File: config.mk
export PLATFORM = sky130hd
export DESIGN_NAME = dec
export DESIGN_NICKNAME = d
export VERILOG_FILES = /design/src/rtl/dec.sv
export SDC_FILE = /design/constraint.sdc
export NUM_CORES = 1
export LEC_CHECK = 0
export CAP_MARGIN = 20
export CORE_MARGIN = 5
export CORE_UTILIZATION = 43
export CTS_CLUSTER_DIAMETER = 50
export DETAILED_ROUTE_END_ITERATION = 8
export PLACE_DENSITY = 0.73
export SYNTH_ARGS = -nofsm -noshare
export SYNTH_HDL_FRONTEND = slang
export SYNTH_SLANG_ARGS = --single-unit
File: constraint.sdc
create_clock -name clk_i -period 2.3 [get_ports clk_i]
set_input_delay 0.23 -clock clk_i [delete_from_list [all_inputs] [get_ports clk_i]]
set_output_delay 0.23 -clock clk_i [all_outputs]
set_load 0.1 [all_outputs]
File: src/rtl/dec.sv
// Decode stage: turns raw RV32I words into exm operands, tracks in-flight
// destination registers and stalls fetch on read-after-write hazards.
module dec (
  input  logic        clk_i,
  input  logic        rst_i,
  input  logic        input_valid_i,
  output logic        input_ready_o,
  input  logic [31:0] pc_i,
  input  logic [31:0] instr_i,
  output logic [4:0]  rf_addr1_o,
  output logic [4:0]  rf_addr2_o,
  input  logic [31:0] rf_data1_i,
  input  logic [31:0] rf_data2_i,
  input  logic        wb_valid_i,
  input  logic [4:0]  wb_addr_i,
  input  logic        branch_i,
  input  logic        output_ready_i,
  output logic        output_valid_o,
  output logic [31:0] pc_o,
  output logic [31:0] instr_o,
  output logic [31:0] param1_o,
  output logic [31:0] param2_o,
  output logic [31:0] param3_o,
  output logic        illegal_o
);

  localparam logic [6:0] OPC_OP     = 7'b0110011;
  localparam logic [6:0] OPC_OP_IMM = 7'b0010011;
  localparam logic [6:0] OPC_LOAD   = 7'b0000011;
  localparam logic [6:0] OPC_JALR   = 7'b1100111;
  localparam logic [6:0] OPC_STORE  = 7'b0100011;
  localparam logic [6:0] OPC_BRANCH = 7'b1100011;
  localparam logic [6:0] OPC_LUI    = 7'b0110111;
  localparam logic [6:0] OPC_AUIPC  = 7'b0010111;
  localparam logic [6:0] OPC_JAL    = 7'b1101111;

  // Immediate builders, all sign-extended to 32 bits
  function automatic logic signed [31:0] imm_i(input logic [31:0] ins);
    return {{20{ins[31]}}, ins[31:20]};
  endfunction

  function automatic logic signed [31:0] imm_s(input logic [31:0] ins);
    return {{20{ins[31]}}, ins[31:25], ins[11:7]};
  endfunction

  function automatic logic signed [31:0] imm_b(input logic [31:0] ins);
    return {{19{ins[31]}}, ins[31], ins[7], ins[30:25], ins[11:8], 1'b0};
  endfunction

  function automatic logic signed [31:0] imm_u(input logic [31:0] ins);
    return {ins[31:12], 12'b0};
  endfunction

  function automatic logic signed [31:0] imm_j(input logic [31:0] ins);
    return {{11{ins[31]}}, ins[31], ins[19:12], ins[20], ins[30:21], 1'b0};
  endfunction

  logic [6:0]         w_opcode;
  logic [4:0]         w_rs1;
  logic [4:0]         w_rs2;
  logic [4:0]         w_rd;
  logic               w_use_rs1;
  logic               w_use_rs2;
  logic               w_wr_rd;
  logic               w_illegal;
  logic signed [31:0] w_p1;
  logic signed [31:0] w_p2;
  logic signed [31:0] w_p3;
  logic [4:0]         w_rd_eff;
  logic               w_hazard;
  logic               w_stage_free;
  logic               w_accept;
  logic               w_leave;
  logic [31:0]        w_pending_nxt;

  logic               r_vld_p1;
  logic [31:0]        r_pc_p1;
  logic [31:0]        r_instr_p1;
  logic signed [31:0] r_param1_p1;
  logic signed [31:0] r_param2_p1;
  logic signed [31:0] r_param3_p1;
  logic               r_illegal_p1;
  logic [4:0]         r_rd_p1;
  logic [31:0]        r_pending;

  assign w_opcode   = instr_i[6:0];
  assign w_rs1      = instr_i[19:15];
  assign w_rs2      = instr_i[24:20];
  assign w_rd       = instr_i[11:7];
  assign rf_addr1_o = w_rs1;
  assign rf_addr2_o = w_rs2;

  // ---- stage p0: combinational decode of the incoming word ----

  // Classify the opcode: which sources it reads, whether it writes rd, and its operands
  always_comb begin
    w_use_rs1 = 1'b0;
    w_use_rs2 = 1'b0;
    w_wr_rd   = 1'b0;
    w_illegal = 1'b0;
    w_p1      = '0;
    w_p2      = '0;
    w_p3      = '0;
    unique case (w_opcode)
      OPC_OP: begin
        w_use_rs1 = 1'b1;
        w_use_rs2 = 1'b1;
        w_wr_rd   = 1'b1;
        w_p1      = rf_data1_i;
        w_p2      = rf_data2_i;
      end
      OPC_OP_IMM, OPC_LOAD, OPC_JALR: begin
        w_use_rs1 = 1'b1;
        w_wr_rd   = 1'b1;
        w_p1      = rf_data1_i;
        w_p2      = imm_i(instr_i);
      end
      OPC_STORE: begin
        w_use_rs1 = 1'b1;
        w_use_rs2 = 1'b1;
        w_p1      = rf_data1_i;
        w_p2      = imm_s(instr_i);
        w_p3      = rf_data2_i;
      end
      OPC_BRANCH: begin
        w_use_rs1 = 1'b1;
        w_use_rs2 = 1'b1;
        w_p1      = rf_data1_i;
        w_p2      = rf_data2_i;
        w_p3      = imm_b(instr_i);
      end
      OPC_LUI: begin
        w_wr_rd   = 1'b1;
        w_p2      = imm_u(instr_i);
      end
      OPC_AUIPC: begin
        w_wr_rd   = 1'b1;
        w_p1      = pc_i;
        w_p2      = imm_u(instr_i);
      end
      OPC_JAL: begin
        w_wr_rd   = 1'b1;
        w_p1      = pc_i;
        w_p2      = imm_j(instr_i);
      end
      default: begin
        w_illegal = 1'b1;
      end
    endcase
  end

  // rd as tracked by the scoreboard; x0 collapses to "no destination"
  assign w_rd_eff = (w_wr_rd && (w_rd != 5'd0)) ? w_rd : 5'd0;

  // A source is busy if pending and not being written back right now (write-first
  // register file), or if it is the destination of the word sitting in the output stage
  always_comb begin
    w_hazard = 1'b0;
    if (w_use_rs1 && (w_rs1 != 5'd0)) begin
      if ((r_pending[w_rs1] && !(wb_valid_i && (wb_addr_i == w_rs1))) ||
          (r_vld_p1 && (r_rd_p1 == w_rs1)))
        w_hazard = 1'b1;
    end
    if (w_use_rs2 && (w_rs2 != 5'd0)) begin
      if ((r_pending[w_rs2] && !(wb_valid_i && (wb_addr_i == w_rs2))) ||
          (r_vld_p1 && (r_rd_p1 == w_rs2)))
        w_hazard = 1'b1;
    end
  end

  assign w_stage_free  = !r_vld_p1 || output_ready_i;
  assign input_ready_o = w_stage_free && !w_hazard && !branch_i;
  assign w_accept      = input_valid_i && input_ready_o;
  assign w_leave       = r_vld_p1 && output_ready_i && !branch_i;

  // Scoreboard update: writeback clears first so a same-register issue wins
  always_comb begin
    w_pending_nxt = r_pending;
    if (wb_valid_i)
      w_pending_nxt[wb_addr_i] = 1'b0;
    if (w_leave && (r_rd_p1 != 5'd0))
      w_pending_nxt[r_rd_p1] = 1'b1;
    w_pending_nxt[0] = 1'b0;
  end

  // Pending-register vector
  always_ff @(posedge clk_i) begin
    if (!rst_i)
      r_pending <= '0;
    else
      r_pending <= w_pending_nxt;
  end

  // ---- stage p1: registered output toward exm ----

  // One-deep output register: flush, load on accept, drain on handshake, else hold
  always_ff @(posedge clk_i) begin
    if (!rst_i) begin
      r_vld_p1     <= 1'b0;
      r_illegal_p1 <= 1'b0;
      r_pc_p1      <= '0;
      r_instr_p1   <= '0;
      r_param1_p1  <= '0;
      r_param2_p1  <= '0;
      r_param3_p1  <= '0;
      r_rd_p1      <= '0;
    end else if (branch_i) begin
      r_vld_p1     <= 1'b0;
      r_illegal_p1 <= 1'b0;
    end else if (w_accept) begin
      r_vld_p1     <= 1'b1;
      r_illegal_p1 <= w_illegal;
      r_pc_p1      <= pc_i;
      r_instr_p1   <= instr_i;
      r_param1_p1  <= w_p1;
      r_param2_p1  <= w_p2;
      r_param3_p1  <= w_p3;
      r_rd_p1      <= w_rd_eff;
    end else if (output_ready_i) begin
      r_vld_p1     <= 1'b0;
      r_illegal_p1 <= 1'b0;
    end
  end

  assign output_valid_o = r_vld_p1;
  assign pc_o           = r_pc_p1;
  assign instr_o        = r_instr_p1;
  assign param1_o       = r_param1_p1;
  assign param2_o       = r_param2_p1;
  assign param3_o       = r_param3_p1;
  assign illegal_o      = r_illegal_p1;

endmodule

== After elaboration in Yosys (flattened, before gate mapping) ==
Index checks and enable logic that the tools add are counted.
Word-level totals
  register bits: 199
  bits of input ports: 139
  output and inout bits: 173
  logic and storage cells: 99
Operators by class
  magnitude comparators: 6
  equality and inequality tests: 13
  muxes and demuxes: 25
  bitwise gates (word level): 5
  reduce and logical (&&, ||, !) cells: 40
Operators by type and width (number)
  case mux 32 bit (5 select lines): 1
  case mux 32 bit (2 select lines): 2
  two-way mux 32 bit: 2
  bitwise AND 32 bit: 1
  inverter 32 bit: 1
  bitwise OR 32 bit: 1
  less-than comparator 5 x 6 -> 1 bit, second input constant: 4
  equality test 7 x 6 -> 1 bit, second input constant: 3
  equality test 7 bit, second input constant: 3
  equality test 5 bit: 4
  nonzero test 5 bit: 4
  logical AND 1 bit: 17
  two-way mux 1 bit: 15
  equality test 7 x 5 -> 1 bit, second input constant: 2
  binary-select mux 1 bit (select 5 bit): 2
  demux 1 bit (select 5 bit): 2
  greater-or-equal comparator 5 x 1 -> 1 bit, second input constant: 2
  OR reduction 9 bit: 1
  OR reduction 2 bit: 4
  equality test 7 x 2 -> 1 bit, second input constant: 1
  OR reduction 7 bit: 1
  OR reduction 3 bit: 2
  OR reduction 6 bit: 1
  logical NOT 1 bit: 5
  other kinds (5): 8

== Longest topological paths before layout ==
Gate-level depths: netlist of the first run.
  word-level depth: 14
  mapped depth: 12
  gate-level depth less buffers: 7

== Least setup slack after synthesis of the first run ==
No wires, ideal clock.
  kind: input to output
  start point: input port instr_i[16]
  end point: output port input_ready_o
  data arrival time: 2.873 ns
  data required time: 2.070 ns
  setup slack: -0.803 ns
  stages on the path: 8
  path buffers: 2
  cell sequence: buf_2 -> buf_2 -> mux2_2 -> a221oi_1 -> nor3_1 -> a211oi_1 -> a311oi_1 -> nor2_1
Between the ends
  word-level cells in the longest chain between the ends: 12
  elaborated cells on any way between the ends: 18
  classes of those cells: 2 x eq/ne; 6 x mux; 10 x reduce/logical
Ends and longest elaborated chain
  start, declared: line 9  | input logic [31:0] instr_i,
  parallel branches: the longest is 6 deep, another holds binary-select mux 1 bit (select 5 bit)
  two-way mux 1 bit (*): line 159  | if (w_use_rs1 && (w_rs1 != 5'd0)) begin
  two-way mux 1 bit: line 165  | if ((r_pending[w_rs2] && !(wb_valid_i && (wb_addr_i == w_rs2))) ||
  two-way mux 1 bit (*): line 164  | if (w_use_rs2 && (w_rs2 != 5'd0)) begin
  logical NOT 1 bit (*): line 172  | assign input_ready_o = w_stage_free && !w_hazard && !branch_i;
  logical AND 1 bit (*) (2 in a row): line 172
  end, declared: line 7  | output logic input_ready_o,
Every way passes the cells marked *. The select of a mux whose other input is x is not followed.

== Final worst setup path of the first run ==
  start point: register r_pending[13]
  end point: register r_param1_p1[4] (netlist: param1_o[4])
Between the ends
  word-level cells in the longest chain between the ends: 13
  elaborated cells on any way between the ends: 17
  classes of those cells: 8 x mux; 9 x reduce/logical
Ends and longest elaborated chain
  start, declared: line 84  | logic [31:0] r_pending;
  start signal, assigned: line 191  | r_pending <= w_pending_nxt;
  binary-select mux 1 bit (select 5 bit): line 160  | if ((r_pending[w_rs1] && !(wb_valid_i && (wb_addr_i == w_rs1))) ||
  two-way mux 1 bit (not written as such): line 160
  logical AND 1 bit: line 160
  logical OR 1 bit: line 160
  two-way mux 1 bit: line 160
  two-way mux 1 bit: line 159
  two-way mux 1 bit: line 165
  two-way mux 1 bit (*): line 164
  logical NOT 1 bit (*): line 172
  logical AND 1 bit (*) (2 in a row): line 172
  logical AND 1 bit (*): line 173  | assign w_accept = input_valid_i && input_ready_o;
  AND reduction 2 bit (no line) (*)
  end signal, assigned: line 215  | r_param1_p1 <= w_p1;
  end, declared: line 79  | logic signed [31:0] r_param1_p1;
Mark *: on every way between the ends. The rest lies on a longest branch, timed or not. The select of a mux whose other input is x is not followed.
A chain may end at the register's enable or synchronous reset.

==> summary.txt, run 1 <==
Floorplanning
  • Die height: 164.6 um
  • Initial core utilization: 43.76%
  • Row count: 56
  • I/O pin count: 312
  • Die W: 164.6 um
  • Total core area: 23470 sq um
  • Die area: 27080 sq um

Run status
  • Failing checks: negative setup slack
  • Status: complete, but fails checks

Place
  • Final weighted congestion in routability-driven placement: 0.8640
  • Detail Placement HPWL: 25550 um
  • Placed Cells: 1817
  • I/O Buffers: 311

Pwr
  • Power density over the cells: 561.9 nW/um^2
  • VDD IR-drop max: 0.0004689 V
  • Leakage: 6.226 nW

Logic synthesis
  • Post-synthesis cell type count: 52
  • Top-area cell type share of the netlist area: 38.59%
  • Most common flop cell mapped by yosys: dfxtp_1
  • Area contributors post-synth: dfxtp_1 (39%), mux2i_1 (18%), nand2_1 (15%)
  • Area leader, netlist: dfxtp_1
  • Sequential share of the synthesized area: between 30 and 40%
  • Mean Syn Cell Area: about 8.6 sq um
  • Synthesized netlist cell count: 1192
  • Syn Nets: 1331
  • Flops & latches, synth: approximately 200
  • Synth Cell Area: 10270 sq um
  • Number of synthesized flops with an enable pin: 0
  • Post-synth ARST share: 0%
  • Yosys warns: 0

GRT
  • Overflow after GRT: 0
  • Largest net degree at the start of global routing: 66
  • Antenna violations before repair: 2
  • Vias in the first global route: 9583
  • GRT Util Overall: 24.89%
  • First-pass GRT wire length: between 50000 and 60000 um

Setup path
  • WS Path Type: reg -> reg
  • Crit path required time: 2.66 ns
  • Reg2Reg Depth: 10
  • CP Capture Type: flop
  • R2R setup slack: -0.25 ns
  • Worst setup SP type: flop
  • Crit Path Max Fanout: 6
  • WP data arrival: 2.91 ns

Routing
  • Starting DRT DRC Count: 752
  • DRC Markers: 0
  • Total Wirelength: 35310 um
  • DR vias/cell: roughly 5.3
  • Total number of vias: 9903
  • Detail Route Antenna Nets: 0
  • First-pass detailed-route iteration total: 5
  • DR WL/cell: ~19 um

Timing
  • Tcrit/Tclk final: 110.9%
  • Final number of hold-violating endpoints: 0
  • Fin crit period: 2.550 ns
  • Final setup skew: 0.01452 ns
  • Post-route setup slack: -0.2499 ns
  • Max Slew Vio Count: 0
  • Slew HR: a little under 70%
  • RSZ-0062 raised after global routing: yes
  • Max Clk Rate: around 0.4 GHz
  • Worst slew pin tran: ~0.47 ns
  • Worst hold slack: 0.2110 ns
  • Count of final setup violators: 166

Layout
  • Fillcell total: 1942
  • Layout cells sized above 1: between 20% and 30%
  • Area delta synth->final: 47.69%
  • Non-filler cells, final: between 1500 and 2000
  • Most frequent cells in the layout: nand2_1 (410), buf_4 (245), mux2i_1 (185), dfxtp_1 (185), clkdlybuf4s50_1 (129)
  • Leading cell type in the layout, fill and taps excluded: nand2_1
  • Nets@finish: approximately 1700

Clocking
  • Root Driver: clkbuf_16
  • CTS Buf Count: 17
  • Clock sink count: 198
  • Reg clk slew, reported paths: 0.08 ns
  • CTS tree: yes
  • Clk_lat worst skew: 0.44 ns
  • H-tree depth: 4
  • Clock buffer depth: 2
  • Cts hold-fix bufs: 0

Run
  • Max-cap check violation count: 0

Min path
  • Hold path cells: 3
  • Worst hold path type: in -> reg
[flip-flops by register name, indices dropped and copies added, names as in the netlist]
name	count
r_rd_p1	5
param1_o	32
illegal_o	1
output_valid_o	1
instr_o	32
param3_o	32
r_pending	31
param2_o	32
pc_o	32
[kinds of logic after synthesis]
kind of cell,Yosys count,synth area share [%]
AO/OA/AOI/OAI,171,12.21
buffers and inverters,115,7.078
AND/OR/NAND/NOR,487,19.50
multiplexers,200,20.83
flip-flops,198,38.59
XOR/XNOR,21,1.791
[worst max-delay path: stages (launching register included)]
cell and delay (ns):
dfxtp_2 0.33, mux4_2 0.47, mux2_4 0.30, a211oi_4 0.23, a311oi_4 0.09, nor3b_4 0.26
buf_6 0.18, buf_12 0.15, buf_12 0.12, buf_16 0.12, mux2i_1 0.20
[synth_stat cells, types with 2 or more instances]
cell	instances
mux2_2	4
mux4_1	2
clkbuf_1	70
nand4_1	2
inv_1	2
a21boi_0	31
nor2_1	19
mux2i_1	186
a21oi_1	9
nor3b_1	4
nor4_1	7
nor2b_1	6
dfxtp_1	198
buf_12	11
xor2_1	12
a22o_1	60
nand3b_1	7
buf_8	4
or3b_2	3
mux4_2	8
a221o_1	9
buf_4	15
buf_1	6
and3b_1	3
xnor2_1	9
buf_2	6
o21ai_0	48
a22oi_1	2
a311oi_1	2
nand2b_1	2
and3_1	4
nor3_1	3
nand2_1	410
a221oi_1	2
nand3_1	9
[where the power goes]
group,leakage [nW],switching [W],total (W),internal [W]
Clock,0.297,0.00151,0.00309,0.00157
Sequential,1.61,0.0000395,0.00353,0.00349
Combinational,4.32,0.00115,0.00190,0.000753
[worst paths after layout]
path                      start      endpoint
setup reg to reg  r_pending[13]   param1_o[4]
hold reg to reg    param2_o[10]  param2_o[10]
setup / recovery  r_pending[13]   param1_o[4]
hold / removal            rst_i   instr_o[12]
[area by class of cell]
class	count	area (sq um)	share of cell area, %
repair buffers	447	4448	29.32
diodes	3	7.507	0.04949
clock inverters	14	181.4	1.196
flip-flops and latches	198	3980	26.24
clock buffers	18	429.2	2.829
inverters	2	7.507	0.04949
multi-input cells	879	5717	37.69
well taps	319	399.1	2.631
[per-layer routing]
layer	part of all wire, %	GRT usage (%)
met4	3.5	10.66
met3	7.1	5.241
met2	47	39.88
met1	42	32.54
met5	0	0
[stage by stage]
step | setup TNS, ns | instance area, sq um | setup slack, ns | utilization, % | power, W
2_1_floorplan | -0.02280 | 10350 | -0.02280 | - | 0.004730
3_3_place_gp | -122.84 | 13860 | -0.7837 | 59.04 | 0.005352
3_5_place_dp | -128.20 | 13860 | -0.8376 | 59.04 | 0.005362
4_1_cts | -25.21 | 15070 | -0.2306 | 64.21 | 0.008564
5_1_grt | -34.85 | 15170 | -0.3233 | 64.63 | 0.008818
6_report | -19.83 | 15170 | -0.2499 | 64.63 | 0.008524
[what timing repair did]
item	4_1_cts	5_1_grt
cloned	10	3
hold endpoints to repair	0	0
resized for setup	66	18
pin swaps	8	4
setup buffers	12	8
endpoints found under the setup margin	168	168
No activity file was read; power rests on OpenSTA's default activity.
==> inputs of run 2 (changes only) <==
CTS_CLUSTER_DIAMETER = 100   (was 50)
==> results of run 2 <==
Final layout, timing and power as in run 1 (identical DEF).
